==> config.mk <==
export PLATFORM = sky130hd
export DESIGN_NAME = ctrl_decode_stage_flat
export DESIGN_NICKNAME = d
export VERILOG_FILES = /design/src/rtl/ctrl_decode_stage_pkg.sv /design/src/rtl/ctrl_decode_stage_if.sv /design/src/rtl/ctrl_decode_comb.sv /design/src/rtl/ctrl_decode_stage.sv /design/src/flat_wrapper.sv
export SDC_FILE = /design/constraint.sdc
export NUM_CORES = 1
export LEC_CHECK = 0
export BUFFER_PORTS_ARGS = -buffer_cell sky130_fd_sc_hd__buf_2
export CAP_MARGIN = 30
export CORE_ASPECT_RATIO = 1.25
export CORE_MARGIN = 8
export CORE_UTILIZATION = 55
export CTS_BUF_LIST = sky130_fd_sc_hd__clkbuf_4
export DETAILED_ROUTE_END_ITERATION = 6
export PLACE_DENSITY = 0.79
export SYNTH_ARGS = -nofsm -noshare
export SYNTH_HDL_FRONTEND = slang
export SYNTH_SLANG_ARGS = --single-unit
==> constraint.sdc <==
create_clock -name clk -period 3.05 [get_ports clk]
set_input_delay 0.305 -clock clk [delete_from_list [all_inputs] [get_ports clk]]
set_output_delay 0.305 -clock clk [all_outputs]
set_load 0.01 [all_outputs]
==> src/rtl/ctrl_decode_stage_pkg.sv <==
// Shared RV32I decode encodings: opcode map, control-field encodings and the ID->EX bundle type.
package ctrl_decode_stage_pkg;

    localparam logic [6:0] OpLoad   = 7'b0000011;
    localparam logic [6:0] OpStore  = 7'b0100011;
    localparam logic [6:0] OpOp     = 7'b0110011;
    localparam logic [6:0] OpImm    = 7'b0010011;
    localparam logic [6:0] OpBranch = 7'b1100011;
    localparam logic [6:0] OpJal    = 7'b1101111;
    localparam logic [6:0] OpJalr   = 7'b1100111;
    localparam logic [6:0] OpLui    = 7'b0110111;
    localparam logic [6:0] OpAuipc  = 7'b0010111;
    localparam logic [6:0] OpMisc   = 7'b0001111;
    localparam logic [6:0] OpSystem = 7'b1110011;

    typedef enum logic [2:0] {
        ImmI = 3'b000,
        ImmS = 3'b001,
        ImmB = 3'b010,
        ImmJ = 3'b011,
        ImmU = 3'b100
    } imm_src_e;

    typedef enum logic [1:0] {
        SrcARs1  = 2'b00,
        SrcAPc   = 2'b01,
        SrcAZero = 2'b10
    } alu_src_a_e;

    typedef enum logic [1:0] {
        ResAlu = 2'b00,
        ResMem = 2'b01,
        ResPc4 = 2'b10
    } result_src_e;

    typedef enum logic [1:0] {
        AluAdd    = 2'b00,
        AluBranch = 2'b01,
        AluFunct  = 2'b10
    } alu_op_e;

    typedef struct packed {
        logic        reg_write;
        imm_src_e    imm_src;
        alu_src_a_e  alu_src_a;
        logic        alu_src_b;
        logic        mem_write;
        result_src_e result_src;
        logic        branch;
        logic        jump;
        logic        jump_reg;
        alu_op_e     alu_op;
        logic [2:0]  funct3;
        logic        funct7b5;
        logic [4:0]  rd;
        logic        illegal;
    } ctrl_t;

endpackage

==> src/rtl/ctrl_decode_stage_if.sv <==
// ID->EX handshake and decoded-control bundle between the IF/ID side, the decode stage and EX.
interface ctrl_decode_stage_if #(
    parameter int unsigned CNT_W = 8
);
    logic             flush_i;
    logic             in_valid;
    logic             in_ready;
    logic [31:0]      instr;
    logic             out_valid;
    logic             out_ready;
    logic             RegWrite;
    logic [2:0]       ImmSrc;
    logic [1:0]       ALUSrcA;
    logic             ALUSrcB;
    logic             MemWrite;
    logic [1:0]       ResultSrc;
    logic             Branch;
    logic             Jump;
    logic             JumpReg;
    logic [1:0]       ALUOp;
    logic [2:0]       funct3;
    logic             funct7b5;
    logic [4:0]       rd;
    logic             illegal;
    logic [CNT_W-1:0] illegal_cnt;

    modport master (
        output flush_i, in_valid, instr, out_ready,
        input  in_ready, out_valid, RegWrite, ImmSrc, ALUSrcA, ALUSrcB, MemWrite, ResultSrc,
               Branch, Jump, JumpReg, ALUOp, funct3, funct7b5, rd, illegal, illegal_cnt
    );

    modport slave (
        input  flush_i, in_valid, instr, out_ready,
        output in_ready, out_valid, RegWrite, ImmSrc, ALUSrcA, ALUSrcB, MemWrite, ResultSrc,
               Branch, Jump, JumpReg, ALUOp, funct3, funct7b5, rd, illegal, illegal_cnt
    );
endinterface

==> src/rtl/ctrl_decode_comb.sv <==
// Combinational RV32I decoder: instruction word -> control bundle with illegal detection.
// Define CTRL_DECODE_SYSTEM_EN to accept SYSTEM (ECALL/EBREAK and CSR ops) as legal.
module ctrl_decode_comb
    import ctrl_decode_stage_pkg::*;
(
    input  logic [31:0] instr,
    output ctrl_t       ctrl
);
    logic [6:0] opcode;
    logic [2:0] f3;
    logic [6:0] f7;
    logic       bad;
    logic       unused_rs;
    ctrl_t      dec;

    assign opcode    = instr[6:0];
    assign f3        = instr[14:12];
    assign f7        = instr[31:25];
    assign unused_rs = ^instr[24:15];

    always_comb begin
        dec = '0;
        bad = 1'b0;
        case (opcode)
            OpLoad: begin
                bad            = (f3 == 3'b011) || (f3[2:1] == 2'b11);
                dec.reg_write  = 1'b1;
                dec.alu_src_b  = 1'b1;
                dec.result_src = ResMem;
            end
            OpStore: begin
                bad           = (f3 > 3'b010);
                dec.imm_src   = ImmS;
                dec.alu_src_b = 1'b1;
                dec.mem_write = 1'b1;
            end
            OpOp: begin
                bad           = !((f7 == 7'b0000000) || (f7 == 7'b0100000));
                dec.reg_write = 1'b1;
                dec.alu_op    = AluFunct;
            end
            OpImm: begin
                dec.reg_write = 1'b1;
                dec.alu_src_b = 1'b1;
                dec.alu_op    = AluFunct;
            end
            OpBranch: begin
                bad         = (f3[2:1] == 2'b01);
                dec.imm_src = ImmB;
                dec.branch  = 1'b1;
                dec.alu_op  = AluBranch;
            end
            OpJal: begin
                dec.reg_write  = 1'b1;
                dec.imm_src    = ImmJ;
                dec.alu_src_a  = SrcAPc;
                dec.alu_src_b  = 1'b1;
                dec.result_src = ResPc4;
                dec.jump       = 1'b1;
            end
            OpJalr: begin
                bad            = (f3 != 3'b000);
                dec.reg_write  = 1'b1;
                dec.alu_src_b  = 1'b1;
                dec.result_src = ResPc4;
                dec.jump       = 1'b1;
                dec.jump_reg   = 1'b1;
            end
            OpLui: begin
                dec.reg_write = 1'b1;
                dec.imm_src   = ImmU;
                dec.alu_src_a = SrcAZero;
                dec.alu_src_b = 1'b1;
            end
            OpAuipc: begin
                dec.reg_write = 1'b1;
                dec.imm_src   = ImmU;
                dec.alu_src_a = SrcAPc;
                dec.alu_src_b = 1'b1;
            end
            OpMisc: begin
            end
`ifdef CTRL_DECODE_SYSTEM_EN
            OpSystem: begin
                // funct3=000 is ECALL/EBREAK (no controls); 100 is unassigned
                if (f3 == 3'b100) begin
                    bad = 1'b1;
                end else if (f3 != 3'b000) begin
                    dec.reg_write = 1'b1;
                    dec.alu_src_a = SrcAZero;
                    dec.alu_src_b = 1'b1;
                end
            end
`endif
            default: bad = 1'b1;
        endcase
        if (bad) begin
            dec = '0;
        end
        dec.funct3   = f3;
        dec.funct7b5 = instr[30];
        dec.rd       = instr[11:7];
        dec.illegal  = bad;
    end

    assign ctrl = dec;

endmodule

==> src/rtl/ctrl_decode_stage.sv <==
// RV32I decode stage: decoder feeding an elastic ID->EX buffer plus a saturating illegal counter.
// SYSTEM legality follows CTRL_DECODE_SYSTEM_EN inside ctrl_decode_comb.
module ctrl_decode_stage
    import ctrl_decode_stage_pkg::*;
#(
    parameter int unsigned DEPTH = 2,
    parameter int unsigned CNT_W = 8
) (
    input logic                clk,
    input logic                rst,
    ctrl_decode_stage_if.slave bus
);
    ctrl_t            dec;
    ctrl_t            head_q, head_d;
    ctrl_t            tail_q, tail_d;
    logic [1:0]       count_q, count_d;
    logic [1:0]       slot;
    logic             ready_q, ready_d;
    logic [CNT_W-1:0] cnt_q, cnt_d;
    logic             in_ready;
    logic             out_valid;
    logic             push;
    logic             pop;

    ctrl_decode_comb u_dec (
        .instr (bus.instr),
        .ctrl  (dec)
    );

    assign out_valid = (count_q != 2'd0);

    generate
        if (DEPTH == 1) begin : g_depth1
            assign in_ready = !out_valid || bus.out_ready;
        end else begin : g_depth2
            assign in_ready = ready_q;
        end
    endgenerate

    assign push = bus.in_valid && in_ready && !bus.flush_i;
    assign pop  = out_valid && bus.out_ready;

    always_comb begin
        head_d  = head_q;
        tail_d  = tail_q;
        count_d = count_q;
        cnt_d   = cnt_q;
        // Slot the incoming entry lands in once this cycle's pop has shifted the queue
        slot    = count_q - {1'b0, pop};
        if (bus.flush_i) begin
            count_d = 2'd0;
        end else begin
            count_d = count_q + {1'b0, push} - {1'b0, pop};
            if (pop && (count_q == 2'd2)) begin
                head_d = tail_q;
            end
            if (push) begin
                if (slot == 2'd0) begin
                    head_d = dec;
                end else begin
                    tail_d = dec;
                end
            end
        end
        if (push && dec.illegal && (cnt_q != {CNT_W{1'b1}})) begin
            cnt_d = cnt_q + CNT_W'(1);
        end
        ready_d = (count_d != 2'(DEPTH));
    end

    always_ff @(posedge clk or posedge rst) begin
        if (rst) begin
            head_q  <= '0;
            tail_q  <= '0;
            count_q <= 2'd0;
            ready_q <= 1'b1;
            cnt_q   <= '0;
        end else begin
            head_q  <= head_d;
            tail_q  <= tail_d;
            count_q <= count_d;
            ready_q <= ready_d;
            cnt_q   <= cnt_d;
        end
    end

    assign bus.in_ready    = in_ready;
    assign bus.out_valid   = out_valid;
    assign bus.RegWrite    = head_q.reg_write;
    assign bus.ImmSrc      = head_q.imm_src;
    assign bus.ALUSrcA     = head_q.alu_src_a;
    assign bus.ALUSrcB     = head_q.alu_src_b;
    assign bus.MemWrite    = head_q.mem_write;
    assign bus.ResultSrc   = head_q.result_src;
    assign bus.Branch      = head_q.branch;
    assign bus.Jump        = head_q.jump;
    assign bus.JumpReg     = head_q.jump_reg;
    assign bus.ALUOp       = head_q.alu_op;
    assign bus.funct3      = head_q.funct3;
    assign bus.funct7b5    = head_q.funct7b5;
    assign bus.rd          = head_q.rd;
    assign bus.illegal     = head_q.illegal;
    assign bus.illegal_cnt = cnt_q;

endmodule

==> src/flat_wrapper.sv <==
// flat-port wrapper written by rule: the top's interface ports become plain ports
module ctrl_decode_stage_flat import ctrl_decode_stage_pkg::*;
#(
    parameter int unsigned DEPTH = 2,
    parameter int unsigned CNT_W = 8
)
  (clk, rst, bus_flush_i, bus_in_valid, bus_instr, bus_out_ready, bus_in_ready, bus_out_valid, bus_RegWrite, bus_ImmSrc, bus_ALUSrcA, bus_ALUSrcB, bus_MemWrite, bus_ResultSrc, bus_Branch, bus_Jump, bus_JumpReg, bus_ALUOp, bus_funct3, bus_funct7b5, bus_rd, bus_illegal, bus_illegal_cnt);
  ctrl_decode_stage_if #(.CNT_W(CNT_W)) bus_i ();
  input logic clk;
  input logic rst;
  input wire logic [$bits(bus_i.flush_i)-1:0] bus_flush_i;
  input wire logic [$bits(bus_i.in_valid)-1:0] bus_in_valid;
  input wire logic [$bits(bus_i.instr)-1:0] bus_instr;
  input wire logic [$bits(bus_i.out_ready)-1:0] bus_out_ready;
  output wire logic [$bits(bus_i.in_ready)-1:0] bus_in_ready;
  output wire logic [$bits(bus_i.out_valid)-1:0] bus_out_valid;
  output wire logic [$bits(bus_i.RegWrite)-1:0] bus_RegWrite;
  output wire logic [$bits(bus_i.ImmSrc)-1:0] bus_ImmSrc;
  output wire logic [$bits(bus_i.ALUSrcA)-1:0] bus_ALUSrcA;
  output wire logic [$bits(bus_i.ALUSrcB)-1:0] bus_ALUSrcB;
  output wire logic [$bits(bus_i.MemWrite)-1:0] bus_MemWrite;
  output wire logic [$bits(bus_i.ResultSrc)-1:0] bus_ResultSrc;
  output wire logic [$bits(bus_i.Branch)-1:0] bus_Branch;
  output wire logic [$bits(bus_i.Jump)-1:0] bus_Jump;
  output wire logic [$bits(bus_i.JumpReg)-1:0] bus_JumpReg;
  output wire logic [$bits(bus_i.ALUOp)-1:0] bus_ALUOp;
  output wire logic [$bits(bus_i.funct3)-1:0] bus_funct3;
  output wire logic [$bits(bus_i.funct7b5)-1:0] bus_funct7b5;
  output wire logic [$bits(bus_i.rd)-1:0] bus_rd;
  output wire logic [$bits(bus_i.illegal)-1:0] bus_illegal;
  output wire logic [$bits(bus_i.illegal_cnt)-1:0] bus_illegal_cnt;
  assign bus_i.flush_i = bus_flush_i;
  assign bus_i.in_valid = bus_in_valid;
  assign bus_i.instr = bus_instr;
  assign bus_i.out_ready = bus_out_ready;
  assign bus_in_ready = bus_i.in_ready;
  assign bus_out_valid = bus_i.out_valid;
  assign bus_RegWrite = bus_i.RegWrite;
  assign bus_ImmSrc = bus_i.ImmSrc;
  assign bus_ALUSrcA = bus_i.ALUSrcA;
  assign bus_ALUSrcB = bus_i.ALUSrcB;
  assign bus_MemWrite = bus_i.MemWrite;
  assign bus_ResultSrc = bus_i.ResultSrc;
  assign bus_Branch = bus_i.Branch;
  assign bus_Jump = bus_i.Jump;
  assign bus_JumpReg = bus_i.JumpReg;
  assign bus_ALUOp = bus_i.ALUOp;
  assign bus_funct3 = bus_i.funct3;
  assign bus_funct7b5 = bus_i.funct7b5;
  assign bus_rd = bus_i.rd;
  assign bus_illegal = bus_i.illegal;
  assign bus_illegal_cnt = bus_i.illegal_cnt;
  ctrl_decode_stage #(.DEPTH(DEPTH), .CNT_W(CNT_W)) u_core (.clk(clk), .rst(rst), .bus(bus_i));
endmodule
==> flow_metrics.env <==
export IMPL_status="complete, no violations"
export IMPL_num_vias=2326
export IMPL_switching_share_pct=36.0
export IMPL_synth_edf_count=0
export IMPL_syn_area_mm2=0.00286
export IMPL_placed_area_mm2=0.00321
export IMPL_synth_flop_cell="dfrtp_1"
export IMPL_start_util_pct=56.6
export IMPL_grt_pass1_vias=2228
export IMPL_slew_limit_headroom_pct=47.2
export IMPL_fin_ws_ns=0.426
export IMPL_grt_usage_pct=17.6
export IMPL_synth_seq_cells=59
export IMPL_fin_cells=399
export IMPL_post_cts_resized=0
export IMPL_dr_pass1_iters=5
export IMPL_core_area_mm2=0.00504
export IMPL_drv_slew=0
export IMPL_post_place_ws_ns=0.514
export IMPL_period_share_pct=86.0
export IMPL_cts_root_buffer="clkbuf_4"
export IMPL_irDropWorstVdd_mv=0.427
export IMPL_skew_ns=0.0131
export IMPL_fill_cells=410
export IMPL_p_sw_w=0.00104
export IMPL_clock_latency_ns=0.41
export IMPL_cts_tree="done"
export IMPL_finalHoldViolations=0
export IMPL_area_growth_pct=17.6
export IMPL_intPower_w=0.00184
export IMPL_path_class="reg2reg"
export IMPL_overflow=0
export IMPL_syn_area_per_cell_um2=10.6
export IMPL_synthArstFlopShare_pct=100
export IMPL_fp_dieH_um=96.6
export IMPL_antenna_found_initial=0
export IMPL_tightestPinTransition_ns=0.790
export IMPL_ys_warn_count=0
export IMPL_required_ns=3.34
export IMPL_drt_vias_per_instance=5.83
export IMPL_ios=72
export IMPL_worstSetupEndpointType="flop"
export IMPL_grt_max_degree=40
export IMPL_drive_gt1_share_pct=30.3
export IMPL_die_area_mm2=0.00777
export IMPL_fin_util_pct=66.6
export IMPL_crit_fanout=16
export IMPL_clk_path_buf_depth=2
export IMPL_cts_buffers=9
export IMPL_htreeDepth=3
export IMPL_fmax_ghz=0.381
export IMPL_finalCriticalPeriod_ns=2.62
export IMPL_p_leak_nw=1.57
export IMPL_syn_inst=269
export IMPL_num_antenna_cells=0
export IMPL_start_kind="flop"
export IMPL_yosysSeqAreaShare_pct=51.7
export IMPL_wirelength_um=6510
export IMPL_multi_input_area_mm2=0.00125
export IMPL_finalInstanceArea_mm2=0.00336
export IMPL_drtIter0Drc=222
export IMPL_wl_per_cell_um=16.3
export IMPL_ant_nets=0
export IMPL_routabilityCongestion=0.845
export IMPL_fin_setup_tns_ns=0
export IMPL_cap_violations=0
export IMPL_register_area_mm2=0.00148
export IMPL_synth_nets=310
export IMPL_min_path_type="in2async"
export IMPL_port_buffers=61
export IMPL_clkSlewWorstSetupHoldPaths_ns=0.10
export IMPL_post_cts_setup_buffers=0
export IMPL_seq_power_share_pct=41.9
export IMPL_die_w_um=80.5
export IMPL_drc=0
export IMPL_final_nets=373
export IMPL_clock_sinks=59
export IMPL_p_comb_share_pct=37.0
export IMPL_netlist_cell_type_count=49
export IMPL_arrival_ns=2.92
export IMPL_rsz0062_at_grt="false"
export IMPL_detailed_place_hpwl_um=4740
export IMPL_place_inst=383
export IMPL_ctsHoldBuffers=0
export IMPL_clockPowerShare_pct=21.1
export IMPL_setup_viol=0
export IMPL_power_density_mw_per_mm2=857
export IMPL_grt_pass1_wl_um=10600
export IMPL_fp_row_count=29
## power by group through the flow
stage	logic, W	clock network [W]	registers (W)
global placement	0.00104	0	0.00120
global route	0.00117	0.000654	0.00124
floorplan	0.000628	0	0.00127
detailed placement	0.00107	0	0.00122
CTS	0.00108	0.000616	0.00120
finish	0.00106	0.000606	0.00121
## worst max-delay path: stages (launching register included)
cell	delay, ns
dfrtp_1	0.43
or2_2	0.29
and2_1	0.18
ha_1	0.19
xnor2_1	0.24
nand3_1	0.29
a21o_1	0.44
a222oi_1	0.35
inv_1	0.08
## cell type report
type,count,share of cell area (%)
tap,62,2.31
inverter,12,1.34
multi-input combinational,184,37.3
timing repair buffer,66,10.6
clock buffer,9,2.01
clock inverter,7,2.46
sequential,59,44.0
## cell families (layout without fill, tap and decap cells)
family                   after synthesis  after routing  synth area share (%)
AND/OR/NAND/NOR                       86             86                  15.8
adder cells (fa/ha/maj)                4              4                  1.75
AO/OA/AOI/OAI                         72             72                  18.5
XOR/XNOR                              10             10                  3.07
flip-flops                            59             59                  51.7
buffers and inverters                 26             94                  4.42
multiplexers                          12             12                  4.69
## cells in the mapped netlist (3+ instances only)
cell type,count,share of area (%)
ha_1,4,1.8
nand3_1,8,1.4
o21a_1,3,0.79
nand4_1,4,0.88
a21o_1,3,0.79
nand2b_1,3,0.66
o22ai_1,5,1.1
nand2_1,29,3.8
a22oi_1,7,1.8
inv_1,12,1.6
nor3_1,4,0.70
buf_2,5,0.88
nor2b_1,6,1.3
a21oi_1,9,1.6
o31ai_1,6,1.6
nor2_1,17,2.2
o21ai_0,13,2.3
clkbuf_1,5,0.66
xnor2_1,8,2.5
a222oi_1,8,2.8
a211oi_1,7,1.8
mux2_2,11,4.3
dfrtp_1,58,51
## sequential cells by signal (all words and copies together), names as in the netlist, 2 cells and up
signal / flops
u_core.bus.ResultSrc: 2
u_core.bus.ALUSrcA: 2
u_core.bus.rd: 5
u_core.bus.funct3: 3
u_core.bus.illegal_cnt: 8
u_core.bus.ImmSrc: 3
u_core.count_q: 2
u_core.bus.ALUOp: 2
u_core.tail_q: 23
## final timing paths
kind / startpoint / endpoint / slack [ns] / depth (start not counted)
min: rst / u_core.bus.rd[4]$_DFFE_PP0N_ / 0.03 / 2
max reg2reg: u_core.count_q[1]$_DFF_PP0_ / u_core.bus.funct3[2]$_DFFE_PP0N_ / 0.43 / 8
max: u_core.count_q[1]$_DFF_PP0_ / u_core.bus.funct3[2]$_DFFE_PP0N_ / 0.43 / 8
min reg2reg: u_core.tail_q[15]$_DFFE_PP0P_ / u_core.tail_q[15]$_DFFE_PP0P_ / 0.49 / 2
min in group clk: bus_instr[11] / u_core.bus.rd[4]$_DFFE_PP0N_ / 0.11 / 3
max in group asynchronous: rst / u_core.tail_q[24]$_DFFE_PP0P_ / 2.25 / 3
## layer usage
layer,up-vias,part of all wire (%),global-route usage [%]
li1,1107,-,-
met2,94,48,27.7
met5,-,0,0
met1,1113,42,21.9
met4,0,2.4,11.2
met3,12,6.9,3.06
## metrics by stage
step | power [W] | hold slack, ns
floorplan | 0.00190 | 0.426
global placement | 0.00224 | 0.461
detailed placement | 0.00229 | 0.468
CTS | 0.00290 | 0.0436
global route | 0.00306 | 0.0905
finish | 0.00288 | 0.0279
## cells in the final DEF, fill, tap and decap left out, types with 7 or more instances in the layout
cell | synthesis | final
a21oi_1 | 9 | 9
inv_1 | 12 | 11
nand2_1 | 29 | 29
buf_2 | 5 | 61
a211oi_1 | 7 | 7
a222oi_1 | 8 | 8
nand3_1 | 8 | 8
o21ai_0 | 13 | 13
clkbuf_4 | 0 | 9
xnor2_1 | 8 | 8
dfrtp_1 | 58 | 58
mux2_2 | 11 | 11
a22oi_1 | 7 | 7
nor2_1 | 17 | 17
Power figures use the tool's default switching activity.
